## src/rtl/gshare_predictor.sv

```systemverilog
// Direction predictor: 2^HIST_BITS saturating counters indexed by global history,
// optionally XORed with the PC (gshare), with a reset-time table walk and mispredict counter.
module gshare_predictor #(
    parameter int HIST_BITS = 8,
    parameter int CTR_BITS  = 2,
    parameter int PC_BITS   = 32,
    parameter int MODE      = 0,
    parameter int CNT_BITS  = 16
) (
    input  logic                clk,
    input  logic                rst,
    input  logic                request,
    input  logic [PC_BITS-1:0]  pc,
    input  logic                result,
    input  logic                taken,
    input  logic [PC_BITS-1:0]  upd_pc,
    input  logic                upd_pred,
    output logic                ready,
    output logic                prediction,
    output logic                pred_valid,
    output logic [CNT_BITS-1:0] mispredicts
);
    localparam int DEPTH = 1 << HIST_BITS;
    localparam logic [CTR_BITS-1:0]  CTR_MAX   = {CTR_BITS{1'b1}};
    localparam logic [CTR_BITS-1:0]  CTR_WEAK  = CTR_BITS'((1 << (CTR_BITS - 1)) - 1);
    localparam logic [CNT_BITS-1:0]  CNT_MAX   = {CNT_BITS{1'b1}};
    localparam logic [HIST_BITS-1:0] LAST_ADDR = {HIST_BITS{1'b1}};

    typedef enum logic {S_INIT, S_RUN} state_t;

    state_t               state;
    logic [CTR_BITS-1:0]  ctr_table [DEPTH];
    logic [HIST_BITS-1:0] history;
    logic [HIST_BITS-1:0] init_addr;
    logic [HIST_BITS-1:0] pred_idx;
    logic [HIST_BITS-1:0] upd_idx;
    logic [CTR_BITS-1:0]  upd_ctr;
    logic [CTR_BITS-1:0]  upd_next;
    logic                 table_we;
    logic [HIST_BITS-1:0] wr_addr;
    logic [CTR_BITS-1:0]  wr_data;
    logic                 unused_pc_bits;

    generate
        if (MODE == 1) begin : g_gshare
            assign pred_idx = history ^ pc[HIST_BITS+1:2];
            assign upd_idx  = history ^ upd_pc[HIST_BITS+1:2];
        end else begin : g_global
            assign pred_idx = history;
            assign upd_idx  = history;
        end
    endgenerate

    assign unused_pc_bits = ^{pc, upd_pc};

    // One write port: the init walk owns it in INIT, resolved branches own it in RUN.
    always_comb begin
        upd_ctr  = ctr_table[upd_idx];
        upd_next = upd_ctr;
        if (taken && (upd_ctr != CTR_MAX)) begin
            upd_next = upd_ctr + CTR_BITS'(1);
        end else if (!taken && (upd_ctr != '0)) begin
            upd_next = upd_ctr - CTR_BITS'(1);
        end

        table_we = 1'b0;
        wr_addr  = upd_idx;
        wr_data  = upd_next;
        if (!rst) begin
            if (state == S_INIT) begin
                table_we = 1'b1;
                wr_addr  = init_addr;
                wr_data  = CTR_WEAK;
            end else if (result) begin
                table_we = 1'b1;
            end
        end
    end

    always_ff @(posedge clk) begin
        if (table_we) begin
            ctr_table[wr_addr] <= wr_data;
        end
    end

    // Reads below see the pre-update table, so a same-cycle update never leaks into a prediction.
    always_ff @(posedge clk) begin
        if (rst) begin
            state       <= S_INIT;
            init_addr   <= '0;
            history     <= '0;
            ready       <= 1'b0;
            prediction  <= 1'b0;
            pred_valid  <= 1'b0;
            mispredicts <= '0;
        end else begin
            pred_valid <= 1'b0;
            case (state)
                S_INIT: begin
                    init_addr <= init_addr + HIST_BITS'(1);
                    if (init_addr == LAST_ADDR) begin
                        state <= S_RUN;
                        ready <= 1'b1;
                    end
                end
                S_RUN: begin
                    if (request) begin
                        prediction <= ctr_table[pred_idx][CTR_BITS-1];
                        pred_valid <= 1'b1;
                    end
                    if (result) begin
                        history <= {history[HIST_BITS-2:0], taken};
                        if ((upd_pred != taken) && (mispredicts != CNT_MAX)) begin
                            mispredicts <= mispredicts + CNT_BITS'(1);
                        end
                    end
                end
                default: state <= S_INIT;
            endcase
        end
    end

endmodule

```

## config.mk

```make
export PLATFORM = sky130hd
export DESIGN_NAME = gshare_predictor
export DESIGN_NICKNAME = d
export VERILOG_FILES = /design/src/rtl/gshare_predictor.sv
export SDC_FILE = /design/constraint.sdc
export NUM_CORES = 1
export LEC_CHECK = 0
export BUFFER_PORTS_ARGS = -buffer_cell sky130_fd_sc_hd__buf_4
export CAP_MARGIN = 40
export CORE_ASPECT_RATIO = 0.75
export CORE_MARGIN = 4
export CORE_UTILIZATION = 47
export DETAILED_ROUTE_END_ITERATION = 8
export PLACE_DENSITY = 0.66
export RECOVER_POWER = 50
export SYNTH_ARGS = -nofsm -noshare
export SYNTH_HDL_FRONTEND = slang
export SYNTH_SLANG_ARGS = --single-unit
```

## constraint.sdc

```tcl
create_clock -name clk -period 7.2 [get_ports clk]
set_input_delay 1.44 -clock clk [delete_from_list [all_inputs] [get_ports clk]]
set_output_delay 1.44 -clock clk [all_outputs]
set_load 0.1 [all_outputs]
```

==> results of run 1 <==
critical path, delay by kind of cell:
kind / cells / cell delay, ps
buf+inv: 2 / 2300
simple gates: 3 / 1410
compound gates: 1 / 700
state kept, by name, indices dropped and copies added, names as in the netlist, named ones only:
signal / flops
history: 8
pred_valid: 1
state: 1
prediction: 1
mispredicts: 16
ctr_table: 512
init_addr: 8
ready: 1
metrics by stage:
stage	setup WS, ps	power [uW]	area [um^2]	hold slack, ps	util
CTS	1830	6350	25600	495	0.535
finish	1580	6290	25400	493	0.531
global placement	1960	3740	23800	470	0.499
detailed placement	1830	3750	24000	467	0.501
global route	1310	6490	25400	522	0.531
floorplan	426	3700	23000	485	-
area by class of cell:
class                   instances  share of cell area
clock buffers                  64              0.0530
repair buffers                 61              0.0162
clock inverters                28             0.00975
flip-flops and latches        556               0.640
inverters                      13             0.00192
well taps                     639              0.0315
multi-input cells             764               0.247
cells in the final DEF (no fill, tap or decap), types with 5 or more instances in the layout:
cell,Yosys,routed
nor2_1,290,290
inv_1,13,13
mux4_2,128,128
and3_1,6,6
nor3_1,6,6
mux2_2,24,24
a21oi_1,22,22
clkbuf_1,55,42
nand2_1,74,73
xnor2_1,8,8
edfxtp_1,512,512
nand2b_1,7,7
o22ai_1,10,10
nand3_1,37,37
buf_12,0,5
clkinv_1,0,12
dfxtp_1,44,39
mux2i_1,26,26
nand4_1,7,7
nor2b_1,8,8
nand3b_1,17,17
clkbuf_16,0,52
xor2_1,10,10
or3_1,11,11
o21ai_0,12,13
clkinv_2,0,7
buf_4,13,24
report_power, final:
| part | total, uW | leakage [uW] | internal, uW | switching (uW) |
|---|---|---|---|---|
| Clock | 2610 | 0.000770 | 1470 | 1150 |
| Combinational | 124 | 0.00170 | 20.1 | 104 |
| Sequential | 3550 | 0.00496 | 3550 | 2.84 |
| Total | 6290 | 0.00743 | 5040 | 1250 |
worst min-delay path by stage:
stage / from / endpoint / depth (start not counted)
4_1_cts: ready / ready / 2
2_1_floorplan: history[7] / register / 2
3_3_place_gp: ready / ready / 2
5_1_grt: ready / ready / 2
6_report: ready / ready / 2
3_5_place_dp: ready / ready / 2
cell usage after synthesis (3+ instances only):
cell / n
o31ai_1: 4
and2_1: 3
dfxtp_1: 44
a21oi_1: 22
o211ai_1: 3
buf_4: 13
mux2i_1: 26
a211oi_1: 3
buf_1: 4
o21ai_0: 12
xnor2_1: 8
xor2_1: 10
mux4_2: 128
nand4_1: 7
nand2_1: 74
edfxtp_1: 512
nand2b_1: 7
mux2_2: 24
buf_2: 16
nand3_1: 37
ha_1: 4
a222oi_1: 4
inv_1: 13
and3_1: 6
or3_1: 11
o22ai_1: 10
o21ai_1: 3
o221ai_1: 4
nand3b_1: 17
nor3b_1: 3
nor2_1: 290
nor3_1: 6
nor2b_1: 8
clkbuf_1: 55
kinds of logic (layout without fill, tap and decap cells):
group | count (synthesis) | in the layout | share of synthesized area
DFF | 556 | 556 | 0.707
and+or+nand+nor | 478 | 478 | 0.0897
muxes | 178 | 178 | 0.148
buffers and inverters | 103 | 166 | 0.0205
AOI/OAI and AO/OA | 86 | 86 | 0.0256
xor gates and xnor gates | 18 | 18 | 0.00685
adders and majority gates | 4 | 4 | 0.00218
routing by layer:
| layer | vias up | GRT usage |
|---|---|---|
| li1 | 5523 | - |
| met5 | - | 0 |
| met2 | 559 | 0.303 |
| met4 | 0 | 0.0566 |
| met1 | 6551 | 0.301 |
| met3 | 100 | 0.0566 |
==> flow_summary.toml, run 1 <==
[run_status]
outcome = "complete, but fails checks"
violations = "capacitance limit, slew limit"

[synthesis]
syn_area_per_cell_um2 = 16.2
synth_top_flop_cell = "edfxtp_1"
synthCells = 1423
ys_top_cells_by_area = "edfxtp_1 67%, mux4_2 13%, nor2_1 4.7%"
netlist.top_cell.by_area = "edfxtp_1"
synth_nets = 1497
synth-edff-count = 512
yosysUniqueCellTypes = 58
yosysWarningCount = 0
ys_seq_elements = 556
synth_top_area_frac = 0.669
async_flop_share = 0
syn_area_um2 = 23000
yosysSeqAreaShare = 0.707

[route]
routed.top_layer = "met4"
met2WireLength_mm = 23.8
route.detailed.drc = 0
vias = 12700
dr.pass1.iters = 5
drt_iter0_drc = 1599
wl_per_cell_um = 25.3
vias_per_cell = 5.99
met3_length_mm = 5.28
ant_nets = 0
drt-total-wl_mm = 53.8
wl_met1_mm = 23.3

[floorplan]
dieWidth_um = 263
fp.coreArea_um2 = 47800
rows = 69
start_util = 0.481
dieHeight_um = 200
die-area_um2 = 52600
pin_count = 89

[clock_network]
cts_buffer_depth = 3
cts_resized = 0
insertion_delay_ps = 580
clkSinkCount = 556
hold_buffers = 0
cts_buffers = 51
cts_tree = "yes"
clkTransAtPathRegs_ps = 60
cts_setup_buffers = 0
cts.htree.levels = 2
cts_root_buf = "clkbuf_16"

[final_layout]
multi_input_area_um2 = 6290
diodes = 0
final_nets = 1521
regArea_um2 = 16300
final_cells = 2125
drive_gt1_frac = 0.176
fillers = 3827
area_delta_synth_final_pct = 10.5

[placed_design]
place.gp.congestion = 0.844
dpl.cell_count = 2033
port_buffers = 24
dp_hpwl_mm = 33.5

[sta]
rsz0062_at_grt = "false"
relSlewSlack = -0.0989
final.min_clock_period_ps = 5620
worstMarginPinSlew_ps = 1650
skew_ps = 17.7
hold_violations = 0
maxSlewViolCount = 68
fmax_ghz = 0.178
finalSetupViolations = 0
fin_crit_sh = 0.780
setup_tns_ps = 0

[worst_hold_path]
worstHoldPathType = "register to register"

[critical_path]
worstPathCellList = "clkbuf_1 -> or2_0 -> o21ai_0 -> nand3_1 -> clkbuf_1 -> nor2_1"
critPathMostFrequentCell = "clkbuf_1"
r2r_end = "ctr_table[158][0]"
crit_slowest_cell = "clkbuf_1"
start_kind = "primary input"
cpPeakStageDelay_ps = 1160
arrival_ps = 5870
path_class = "primary input to register"
rr_worst_depth = 12
critPathCapture = "ctr_table[3][0]"
required_ps = 7460
cp_max_fo = 39
crit_path_end_kind = "register"
startpoint = "rst"
rrSetupSlack_ps = 1850

[global_routing]
grt_max_degree = 94
grt_pass1_wl_mm = 80.7
grt_pass1_vias = 12600
grt_remaining_overflow = 0
antenna_found_initial = 1
grt_use_total = 0.204

[job]
cap_viol_max_count = 3

[power]
leakagePower_uw = 0.00743
ir_drop_v = 0.000179
power.density_nw_per_um2 = 248
Power figures use the tool's default switching activity.
==> inputs of run 2 (changes only) <==
--- a/config.mk
+++ b/config.mk
@@ -5,13 +5,14 @@
 export SDC_FILE = /design/constraint.sdc
 export NUM_CORES = 1
 export LEC_CHECK = 0
+export ABC_AREA = 1
 export BUFFER_PORTS_ARGS = -buffer_cell sky130_fd_sc_hd__buf_4
 export CAP_MARGIN = 40
 export CORE_ASPECT_RATIO = 0.75
 export CORE_MARGIN = 4
 export CORE_UTILIZATION = 47
 export DETAILED_ROUTE_END_ITERATION = 8
-export PLACE_DENSITY = 0.66
+export PLACE_DENSITY = 0.63
 export RECOVER_POWER = 50
 export SYNTH_ARGS = -nofsm -noshare
 export SYNTH_HDL_FRONTEND = slang
==> constraint.sdc (replaced) <==
create_clock -name clk -period 5.7 [get_ports clk]
set_input_delay 1.14 -clock clk [delete_from_list [all_inputs] [get_ports clk]]
set_output_delay 1.14 -clock clk [all_outputs]
set_load 0.1 [all_outputs]
==> run 2 against run 1 <==
The run now ends clean. Largest cell class unchanged. Area after synthesis up 3.4%. Register-to-register slack worse by 610 ps. Die area up 3.3%. Sequential share of layout area down 1.5 points. Largest power group unchanged. Clock power up 28%. Combinational power up 51%.
==> flow_summary.toml, run 2 <==
[synthesis]
yosysSeqAreaShare = 0.683
yosysWarningCount = 0
synth-edff-count = 512
syn_area_per_cell_um2 = 10.3
synth_top_area_frac = 0.646
synthCells = 2300
yosysMostFrequentCell = "nand2_1"
synth_common_cells = "612 x nand2_1, 512 x edfxtp_1, 498 x nand3_1, 315 x nor2_1, 79 x buf_2"
synth_nets = 2374
ys_top_cells_by_area = "edfxtp_1 65%, nand3_1 10%, nand2_1 9.7%"
yosysUniqueCellTypes = 34
async_flop_share = 0
ys_seq_elements = 556
synth_top_flop_cell = "edfxtp_1"
syn_area_um2 = 23800
netlist.top_cell.by_area = "edfxtp_1"

[critical_path]
critPathBufInv = 5
arrival_ps = 4870
start_kind = "primary input"
worstPathCellList = "clkbuf_1 -> inv_1 -> clkbuf_1 -> o21ai_0 -> inv_1 -> nand2_1 -> clkbuf_1 -> nor2_1"
critPathMostFrequentCell = "clkbuf_1"
path_delay_family = "buffers and inverters"
cp_max_fo = 26
cpPeakStageDelay_ps = 780
startpoint = "rst"
crit_path_end_kind = "register"
required_ps = 5960
path_class = "primary input to register"
crit_slowest_cell = "clkbuf_1"

[global_routing]
antenna_found_initial = 1
grt_max_degree = 258
grt_pass1_vias = 15900
grt_remaining_overflow = 0
grt_use_total = 0.216
grt_pass1_wl_mm = 91.3

[final_layout]
multi_input_area_um2 = 6570
top_register = "ctr_table"
largest_register_ffs = 512
final_nets = 2344
diodes = 0
final_common_cell = "nand2_1"
final_area_um2 = 26000
final_cell_mix = "614 x nand2_1, 512 x edfxtp_1, 498 x nand3_1"
area_delta_synth_final_pct = 9.37
top_regs = "ctr_table: 512 flops, mispredicts: 16 flops"
fillers = 4518
fin_util = 0.519
regArea_um2 = 16300
drive_gt1_frac = 0.0502

[sta]
hold_violations = 0
fmax_ghz = 0.217
final.min_clock_period_ps = 4610
skew_ps = 12.7
worstMarginPinSlew_ps = 1270
maxSlewViolCount = 0
fin_ws_ps = 1090
setup_tns_ps = 0
relSlewSlack = 0.156
finalSetupViolations = 0
fin_crit_sh = 0.809
rsz0062_at_grt = "false"

[placed_design]
pre_cts_ws_ps = 1390
place.gp.congestion = 0.847
dp_hpwl_mm = 34.6
port_buffers = 24
postPlaceCellArea_um2 = 24700

[clock_network]
cts_buffer_depth = 3
insertion_delay_ps = 580
cts_buffers = 53
cts_tree = "yes"
cts.htree.levels = 2
hold_buffers = 0
clkTransAtPathRegs_ps = 70
cts_root_buf = "clkbuf_16"
cts_setup_buffers = 0
cts_resized = 0
clkSinkCount = 556

[power]
power_frac_seq = 0.560
p_int_uw = 6350
power_switching_uw = 1640
ir_drop_v = 0.000214
p_sw_frac = 0.205
power.density_nw_per_um2 = 307
pwr-share-comb = 0.023
clock_power_share = 0.417
leakagePower_uw = 0.00879

[floorplan]
dieHeight_um = 203
pin_count = 89
dieWidth_um = 268
start_util = 0.475
fp.coreArea_um2 = 50100
rows = 71
die-area_um2 = 54300

[route]
drt_iter0_drc = 1679
drt-total-wl_mm = 58.7
vias_per_cell = 5.59
ant_nets = 0
route.detailed.drc = 0
dr.pass1.iters = 6
vias = 16600
wl_per_cell_um = 19.8

[worst_hold_path]
min_from = "mispredicts[6]"
worstHoldPathType = "register to register"

[job]
cap_viol_max_count = 0

[run_status]
outcome = "completed"
run 2: layout make-up:
| type | count | area share |
|---|---|---|
| clock buffers | 78 | 0.0574 |
| clock inverters | 19 | 0.00467 |
| inverters | 77 | 0.0114 |
| multi-input cells | 1522 | 0.252 |
| flip-flops and latches | 556 | 0.625 |
| well taps | 657 | 0.0316 |
| repair buffers | 60 | 0.0174 |
run 2: metrics by stage:
stage	hold slack [ps]	std cells	power, uW
floorplan	463	2300	4680
global placement	482	2855	4750
detailed placement	490	2872	4760
CTS	501	2969	8060
global route	526	2969	8250
finish	499	2969	7990
run 2: power by group through the flow:
| stage | sequential (uW) | combinational [uW] | clock (uW) |
|---|---|---|---|
| 6_report | 4470 | 187 | 3330 |
| 2_1_floorplan | 4570 | 102 | 0 |
| 3_5_place_dp | 4560 | 197 | 0 |
| 3_3_place_gp | 4560 | 186 | 0 |
| 5_1_grt | 4470 | 204 | 3570 |
| 4_1_cts | 4470 | 198 | 3390 |
run 2: worst paths after layout:
| path | endpoint | slack [ps] | cells past startpoint |
|---|---|---|---|
| min reg2reg | mispredicts[6] | 500 | 1 |
| max | ctr_table[62][0] | 1090 | 8 |
| min | mispredicts[6] | 500 | 1 |
| max reg2reg | ctr_table[95][1] | 1240 | 19 |
run 2: cell families after synthesis:
kind of cell / share of synthesized area
compound gates: 0.0134
xor+xnor: 0.00110
fa+ha+maj: 0.00210
buf+inv: 0.0401
flops: 0.683
simple gates: 0.260
run 2: metal layers:
metal,track usage,wire (um)
met5,0,0
met4,0.0582,1510
met3,0.0503,4920
met2,0.331,26400
met1,0.312,25900
